[src/rtl/rle_pkg.sv]
// rle_pkg: shared record widths, record field helpers and control-state encoding
// for the run-length record arbiter.
package rle_pkg;
    localparam int STR_W = 128;
    localparam int CNT_W = 32;
    localparam int REC_W = STR_W + CNT_W;

    typedef enum logic [1:0] {RUN, DRAIN, DONE} state_t;

    function automatic logic [STR_W-1:0] rec_str(input logic [REC_W-1:0] r);
        return r[REC_W-1:CNT_W];
    endfunction

    function automatic logic [CNT_W-1:0] rec_cnt(input logic [REC_W-1:0] r);
        return r[CNT_W-1:0];
    endfunction
endpackage

[src/rtl/rle_record_arbiter_rr_arbiter.sv]
// rr_arbiter: combinational round-robin picker; grants the first requester at or
// above ptr, wrapping around to lane 0.
module rr_arbiter #(
    parameter int N = 4,
    parameter int W = (N > 1) ? $clog2(N) : 1
) (
    input  logic [N-1:0] req,
    input  logic [W-1:0] ptr,
    output logic [N-1:0] grant,
    output logic [W-1:0] idx,
    output logic         any
);
    logic [W-1:0] j;

    // Scan from the farthest offset down so the nearest requester wins last.
    always_comb begin
        grant = '0;
        idx   = '0;
        any   = 1'b0;
        j     = '0;
        for (int k = N - 1; k >= 0; k--) begin
            j = W'((int'(ptr) + k) % N);
            if (req[j]) begin
                idx = j;
                any = 1'b1;
            end
        end
        if (any) grant[idx] = 1'b1;
    end
endmodule

[src/rtl/rle_record_arbiter.sv]
// rle_record_arbiter: merges per-lane {string,count} records onto one valid/ready
// stream, drops zero-count records, and supports a flush-and-report drain.
module rle_record_arbiter
    import rle_pkg::*;
#(
    parameter int NUM_LANES = 4,
    parameter int STR_W     = rle_pkg::STR_W,
    parameter int CNT_W     = rle_pkg::CNT_W,
    parameter int REC_W     = STR_W + CNT_W
) (
    input  logic                         clk,
    input  logic                         reset,
    input  logic [NUM_LANES-1:0]         lane_valid,
    input  logic [NUM_LANES*REC_W-1:0]   lane_rec,
    output logic [NUM_LANES-1:0]         lane_ready,
    output logic                         out_valid,
    output logic [REC_W-1:0]             out_rec,
    output logic [$clog2(NUM_LANES)-1:0] out_lane,
    input  logic                         out_ready,
    input  logic                         flush,
    output logic                         flush_done,
    output logic [15:0]                  drop_count
);
    localparam int LW = $clog2(NUM_LANES);

    state_t               state;
    logic [NUM_LANES-1:0] held, grant, take, acc;
    logic [REC_W-1:0]     held_rec [NUM_LANES];
    logic [LW-1:0]        rr_ptr, g_idx;
    logic                 g_any, free, load;
    logic [3:0]           n_drop;
    logic [16:0]          drop_sum;

    rr_arbiter #(.N(NUM_LANES), .W(LW)) u_arb (
        .req   (held),
        .ptr   (rr_ptr),
        .grant (grant),
        .idx   (g_idx),
        .any   (g_any)
    );

    assign free       = !out_valid | out_ready;
    assign load       = free & g_any;
    assign take       = load ? grant : '0;
    assign lane_ready = (state == RUN) ? (~held | take) : '0;
    assign acc        = lane_valid & lane_ready;

    // Several lanes may drop a zero-count record on the same edge.
    always_comb begin
        n_drop = '0;
        for (int i = 0; i < NUM_LANES; i++)
            n_drop = n_drop + 4'(acc[i] && lane_rec[i*REC_W +: CNT_W] == '0);
        drop_sum = {1'b0, drop_count} + 17'(n_drop);
    end

    always_ff @(posedge clk or posedge reset) begin
        if (reset) begin
            state      <= RUN;
            held       <= '0;
            out_valid  <= 1'b0;
            out_rec    <= '0;
            out_lane   <= '0;
            rr_ptr     <= '0;
            flush_done <= 1'b0;
            drop_count <= '0;
            for (int i = 0; i < NUM_LANES; i++) held_rec[i] <= '0;
        end else begin
            // A refill on the take edge overrides the clear, so a lane streams 1/cycle.
            for (int i = 0; i < NUM_LANES; i++) begin
                if (acc[i] && lane_rec[i*REC_W +: CNT_W] != '0) begin
                    held[i]     <= 1'b1;
                    held_rec[i] <= lane_rec[i*REC_W +: REC_W];
                end else if (take[i]) begin
                    held[i] <= 1'b0;
                end
            end
            if (free) begin
                out_valid <= g_any;
                if (g_any) begin
                    out_rec  <= held_rec[g_idx];
                    out_lane <= g_idx;
                    rr_ptr   <= (int'(g_idx) == NUM_LANES - 1) ? '0 : g_idx + 1'b1;
                end
            end
            drop_count <= drop_sum[16] ? 16'hFFFF : drop_sum[15:0];
            flush_done <= 1'b0;
            case (state)
                RUN:   if (flush) state <= DRAIN;
                DRAIN: if (held == '0 && free) begin
                    state      <= DONE;
                    flush_done <= 1'b1;
                end
                default: state <= RUN;
            endcase
        end
    end
endmodule

[config.mk]
export PLATFORM = sky130hd
export DESIGN_NAME = rle_record_arbiter
export DESIGN_NICKNAME = d
export VERILOG_FILES = /design/src/rtl/rle_pkg.sv /design/src/rtl/rle_record_arbiter_rr_arbiter.sv /design/src/rtl/rle_record_arbiter.sv
export SDC_FILE = /design/constraint.sdc
export NUM_CORES = 2
export LEC_CHECK = 0
export BUFFER_PORTS_ARGS = -buffer_cell sky130_fd_sc_hd__buf_4
export CAP_MARGIN = 40
export CORE_MARGIN = 3
export CORE_UTILIZATION = 30
export CTS_CLUSTER_DIAMETER = 150
export DETAILED_ROUTE_END_ITERATION = 16
export PLACE_DENSITY = 0.46
export SLEW_MARGIN = 20
export SYNTH_ARGS = -nofsm -noshare
export SYNTH_HDL_FRONTEND = slang
export SYNTH_SLANG_ARGS = --single-unit
[constraint.sdc]
create_clock -name clk -period 38.7 [get_ports clk]
set_input_delay 7.74 -clock clk [delete_from_list [all_inputs] [get_ports clk]]
set_output_delay 7.74 -clock clk [all_outputs]
set_load 0.01 [all_outputs]
# After elaboration in Yosys (flattened, before gate mapping)
# Index checks and enable logic that the tools add are counted.
[word_totals] memories=0 mem_bits_ro=0 word_cells=106 latch_bits=0 regBits=828 output_inout_bits=184 ram_bits=0 in_bits=648
[op_classes] n_mux=39 reduce_logical=27 n_bitwise=6 addsub=8 eq_ne=4 shift=0 multipliers=0 n_lt_le_gt_ge=7 n_div=0
[ops] op="binary-select mux 160 bit (select 2 bit)" n=1
[ops] op="2-to-1 mux 160 bit" n=2
[ops] op="zero test 32 bit" n=4
[ops] op="nonzero test 32 bit" n=4
[ops] op="2-to-1 mux 1 bit" n=19
[ops] op="adder 16 x 4 -> 17 bit" n=1
[ops] op="2-to-1 mux 16 bit" n=1
[ops] op="< comparator 2 x 3 -> 1 bit (second input constant)" n=5
[ops] op="2-to-1 mux 2 bit" n=7
[ops] op="2-to-1 mux 4 bit" n=3
[ops] op="logical AND 1 bit" n=10
[ops] op="binary-select mux 1 bit (select 2 bit)" n=4
[ops] op="nonzero test 2 bit" n=4
[ops] op="adder 2 x 1 -> 2 bit (second input constant)" n=2
[ops] op="adder 2 bit (second input constant)" n=2
[ops] op="adder 3 x 1 -> 4 bit" n=1
[ops] op="AND 4 bit" n=1
[ops] op="== test 2 x 1 -> 1 bit (second input constant)" n=2
[ops] op="zero test 4 bit" n=1
[ops] op="inequality test 2 bit (second input constant)" n=2
[ops] op="inverter 4 bit" n=1
[ops] op="OR 4 bit" n=1
[ops] op="one-hot mux 2 bit (2 select lines)" n=1
[ops] op="AND reduction 2 bit" n=2
[ops] op="10 further kinds" n=10

# Longest topological paths before layout
[depth] ltp_word=22 mapped_depth=17 ltp_nobuf=16

# Modules after synthesis
# A second synthesis with hierarchy kept.
[unflattened] hier_cells=2089 area_unflattened_um2=35245.1
[by_module_without_submodules] module="rle_record_arbiter" area_each_um2=35068.6 seq_area_each_um2=20719.9 n_inst=1 cells_per_inst=2061
[by_module_without_submodules] module="rr_arbiter" area_each_um2=176.4 seq_area_each_um2=0.0 n_inst=1 cells_per_inst=28

# Worst setup path before layout
# OpenSTA, ideal clock, no wires.
[synth_path] path_kind="input to output" startpoint="input out_ready" endpoint="output lane_ready[0]" path_buffers=0 cell_stages=3 arrival_ns=8.333 required_time_ns=30.960 path_slack_ns=22.627 cell_sequence="nand2b_2 -> a21boi_0 -> nor3_1"
[synth_via] elab_chain_cells=5
[synth_lines] item="start, declared" line_no="rle_record_arbiter.sv:19" source="input logic out_ready,"
[synth_lines] item="OR 1 bit" line_no="rle_record_arbiter.sv:42" source="assign free = !out_valid | out_ready;"
[synth_lines] item="AND 1 bit" line_no="rle_record_arbiter.sv:43" source="assign load = free & g_any;"
[synth_lines] item="2-to-1 mux 4 bit" line_no="rle_record_arbiter.sv:44" source="assign take = load ? grant : '0;"
[synth_lines] item="OR 4 bit" line_no="rle_record_arbiter.sv:45" source="assign lane_ready = (state == RUN) ? (~held | take) : '0;"
[synth_lines] item="2-to-1 mux 4 bit" line_no="rle_record_arbiter.sv:45"
[synth_lines] item="end, declared" line_no="rle_record_arbiter.sv:15" source="output logic [NUM_LANES-1:0] lane_ready,"
# Every way passes these cells.

# Worst setup path in the final report
[layout_path] startpoint="input out_ready" endpoint="output lane_ready[3]"
# Same word-level chain as after synthesis.

==> flow_metrics.py <==
metrics = {
    "detailed_routing": {
        "drtIter0Drc": 1322,
        "antenna_left": 0,
        "drc_errors": 0,
        "viasPerCell": 4.862,
        "vias": 25250,
        "drt_wl_total_mm": 131.3,
        "met3_length_mm": 10.86,
        "wl_met1_mm": 54.05,
        "wl_per_cell_um": 25.29,
        "top_layer": "met5",
        "wl_met2_mm": 62.35,
        "dr.pass1.iters": 5,
    },
    "grt": {
        "track_usage": 0.2109,
        "grt_antenna_before_repair": 49,
        "grt_pass1_wl_mm": 188.8,
        "grt-ovfl-total": 0,
        "grt_pass1_vias": 26430,
        "grt_max_degree": 150,
    },
    "critical_path": {
        "critPathMaxStageDelay_ns": 0.55,
        "cp_common_cell": "buf_4",
        "cp.depth": 5,
        "rr_worst_depth": 15,
        "crit_chain": "buf_4 -> nand2b_2 -> a21boi_0 -> nor3_1 -> buf_4",
        "startpoint_type": "input port",
        "cp.arrival_ns": 8.95,
        "end_kind": "output port",
        "crit_fanout": 6,
        "worstPathRequired_ns": 30.96,
        "rrSetupSlack_ns": 33.27,
        "crit_type": "in -> out",
        "cp_slowest_cell": "nor3_1",
        "crit_family": "simple AND/OR/NAND/NOR gates",
        "critPathBufInv": 2,
    },
    "sta": {
        "hold_slack_ns": 0.4988,
        "hold_viol": 0,
        "skew_ns": 0.02283,
        "finalCritPeriodShare": 0.4312,
        "slew_viol_final": 0,
        "setup_tns_ns": 0,
        "finalSetupViolations": 0,
        "slew_headroom": 0.2697,
        "fmax_mhz": 59.93,
        "finalCriticalPeriod_ns": 16.69,
        "rsz0062_at_grt": "false",
        "tightest_slew_ns": 1.096,
    },
    "clock_network": {
        "clk_pin_slew_ns": 0.05,
        "h-tree-depth": 3,
        "cts.sinks": 828,
        "cts_tree": "built",
        "cts_root_buf": "clkbuf_16",
        "ctsResizeCount": 0,
        "clockBufferDepth": 3,
        "cts.hold.buffers_added": 0,
        "clk_latency_ns": 0.67,
        "cts_buffers": 97,
        "cts_setup_buffers": 0,
    },
    "yosys": {
        "ys_ff_latch": 828,
        "syn_nets": 3422,
        "synth_warnings": 0,
        "ys.flop_type": "dfrtp_1",
        "synth_edf_count": 0,
        "synth_cells": 2766,
        "synth_cell_types": 46,
        "syn_area_um2": 35350,
        "synth_sequential_area_ratio": 0.5862,
        "avgSynthCellArea_um2": 12.78,
        "synthArstFlopShare": 1.000,
    },
    "placement": {
        "post-dp-hpwl_mm": 92.16,
        "place_congestion": 0.8129,
        "port_buffers": 831,
    },
    "power_and_ir_drop": {
        "ir_drop_uv": 63.65,
        "power_density_nw_per_um2": 89.33,
        "p_leak_nw": 21.79,
    },
    "layout": {
        "drive_above_1_share": 0.4787,
        "area_delta_synth_final_pct": 31.82,
        "nNetsFinal": 4226,
    },
    "job": {
        "cap_violations": 0,
    },
    "die": {
        "core_area_um2": 116500,
        "placementRows": 125,
        "io_pins": 832,
        "die_w_um": 349.2,
        "die_area_um2": 122000,
        "start_util": 0.3033,
        "dieHeight_um": 349.2,
    },
    "min_path": {
        "hold_class": "reg -> reg",
        "hold_path_depth": 1,
    },
    "status": {
        "status": "completed",
    },
}
path summary, 6_finish.rpt:
path | start | endpoint
min reg2reg | held_rec[520]$_DFFE_PP0P_ | held_rec[520]$_DFFE_PP0P_
max | out_ready | lane_ready[3]
max in group asynchronous | reset | held_rec[573]$_DFFE_PP0P_
max reg2reg | rr_ptr[1]$_DFFE_PP0P_ | drop_count[13]$_DFF_PP0_
min in group asynchronous | reset | held_rec[472]$_DFFE_PP0P_
min | held_rec[520]$_DFFE_PP0P_ | held_rec[520]$_DFFE_PP0P_
routing by layer:
layer | vias to the layer above | global-route usage
met2 | 725 | 0.3406
li1 | 11480 | -
met1 | 12800 | 0.2624
met5 | - | 0
met3 | 201 | 0.07447
met4 | 40 | 0.07018
Yosys cell counts, types with 11 or more instances:
library cell	count	area, µm²
a21oi_1	165	825.8
a221o_1	105	1051
buf_2	112	560.5
buf_4	11	82.58
buf_6	18	202.7
clkbuf_1	40	150.1
dfrtp_1	828	20720
mux2_2	696	7838
mux2i_1	57	570.6
nand2_1	540	2027
nand4_1	11	68.82
nor4_1	32	200.2
o22ai_1	54	337.8
layout make-up:
type | instances | area, µm²
antenna | 27 | 67.56
clock buffer | 147 | 2887
clock inverter | 25 | 254.0
fill | 11330 | 69930
inverter | 9 | 48.80
multi-input combinational | 1744 | 13600
sequential | 828 | 20720
tap | 1524 | 1907
timing repair buffer | 890 | 7104
through the flow:
stage	util	power, W	instance area, µm²	setup WS (ns)	std cells
2_1_floorplan	-	0.002645	35350	7.701	2766
6_report	0.3999	0.004162	46590	22.01	5194
5_1_grt	0.3995	0.004451	46550	21.98	5178
3_5_place_dp	0.3716	0.003303	43300	22.07	4992
4_1_cts	0.3986	0.004232	46440	22.06	5164
3_3_place_gp	0.3679	0.003238	42870	22.09	4976
kinds of logic after synthesis:
kind of cell	synth area share
adders and majority gates	0.003469
AOI/OAI and AO/OA	0.06712
DFF	0.5862
and+or+nand+nor	0.07345
xor gates and xnor gates	0.001982
buffers and inverters	0.02956
muxes	0.2382
cell usage in the layout, fill, tap and decap left out, types with 5 or more instances in the layout:
cell,Yosys,routed
buf_4,11,867
dfrtp_1,828,828
mux2_2,696,696
nand2_1,540,540
a21oi_1,165,165
a221o_1,105,105
clkbuf_16,0,98
mux2i_1,57,57
o22ai_1,54,54
nor4_1,32,32
diode_2,0,27
clkbuf_8,0,25
clkbuf_1,40,24
buf_16,0,18
clkinv_2,0,15
nand4_1,11,11
nor2_1,8,8
nand2b_1,8,8
and3_1,8,8
inv_1,8,7
nand3_1,7,7
xor2_1,6,6
o21ai_0,5,5
ha_1,5,5
buf_12,0,5
report_power, final:
part	leakage (nW)	internal, W	switching (W)
sequential	9.99	0.00130	0.000218
combinational	10.3	0.000823	0.000914
clock	1.55	0.000533	0.000375
total	21.8	0.00266	0.00151
flip-flops by register name (all words and copies together) (netlist names), 2 cells and up:
name        flops
held_rec      640
held            4
out_rec       160
state           2
out_lane        2
drop_count     16
rr_ptr          2
Power figures use the tool's default switching activity.
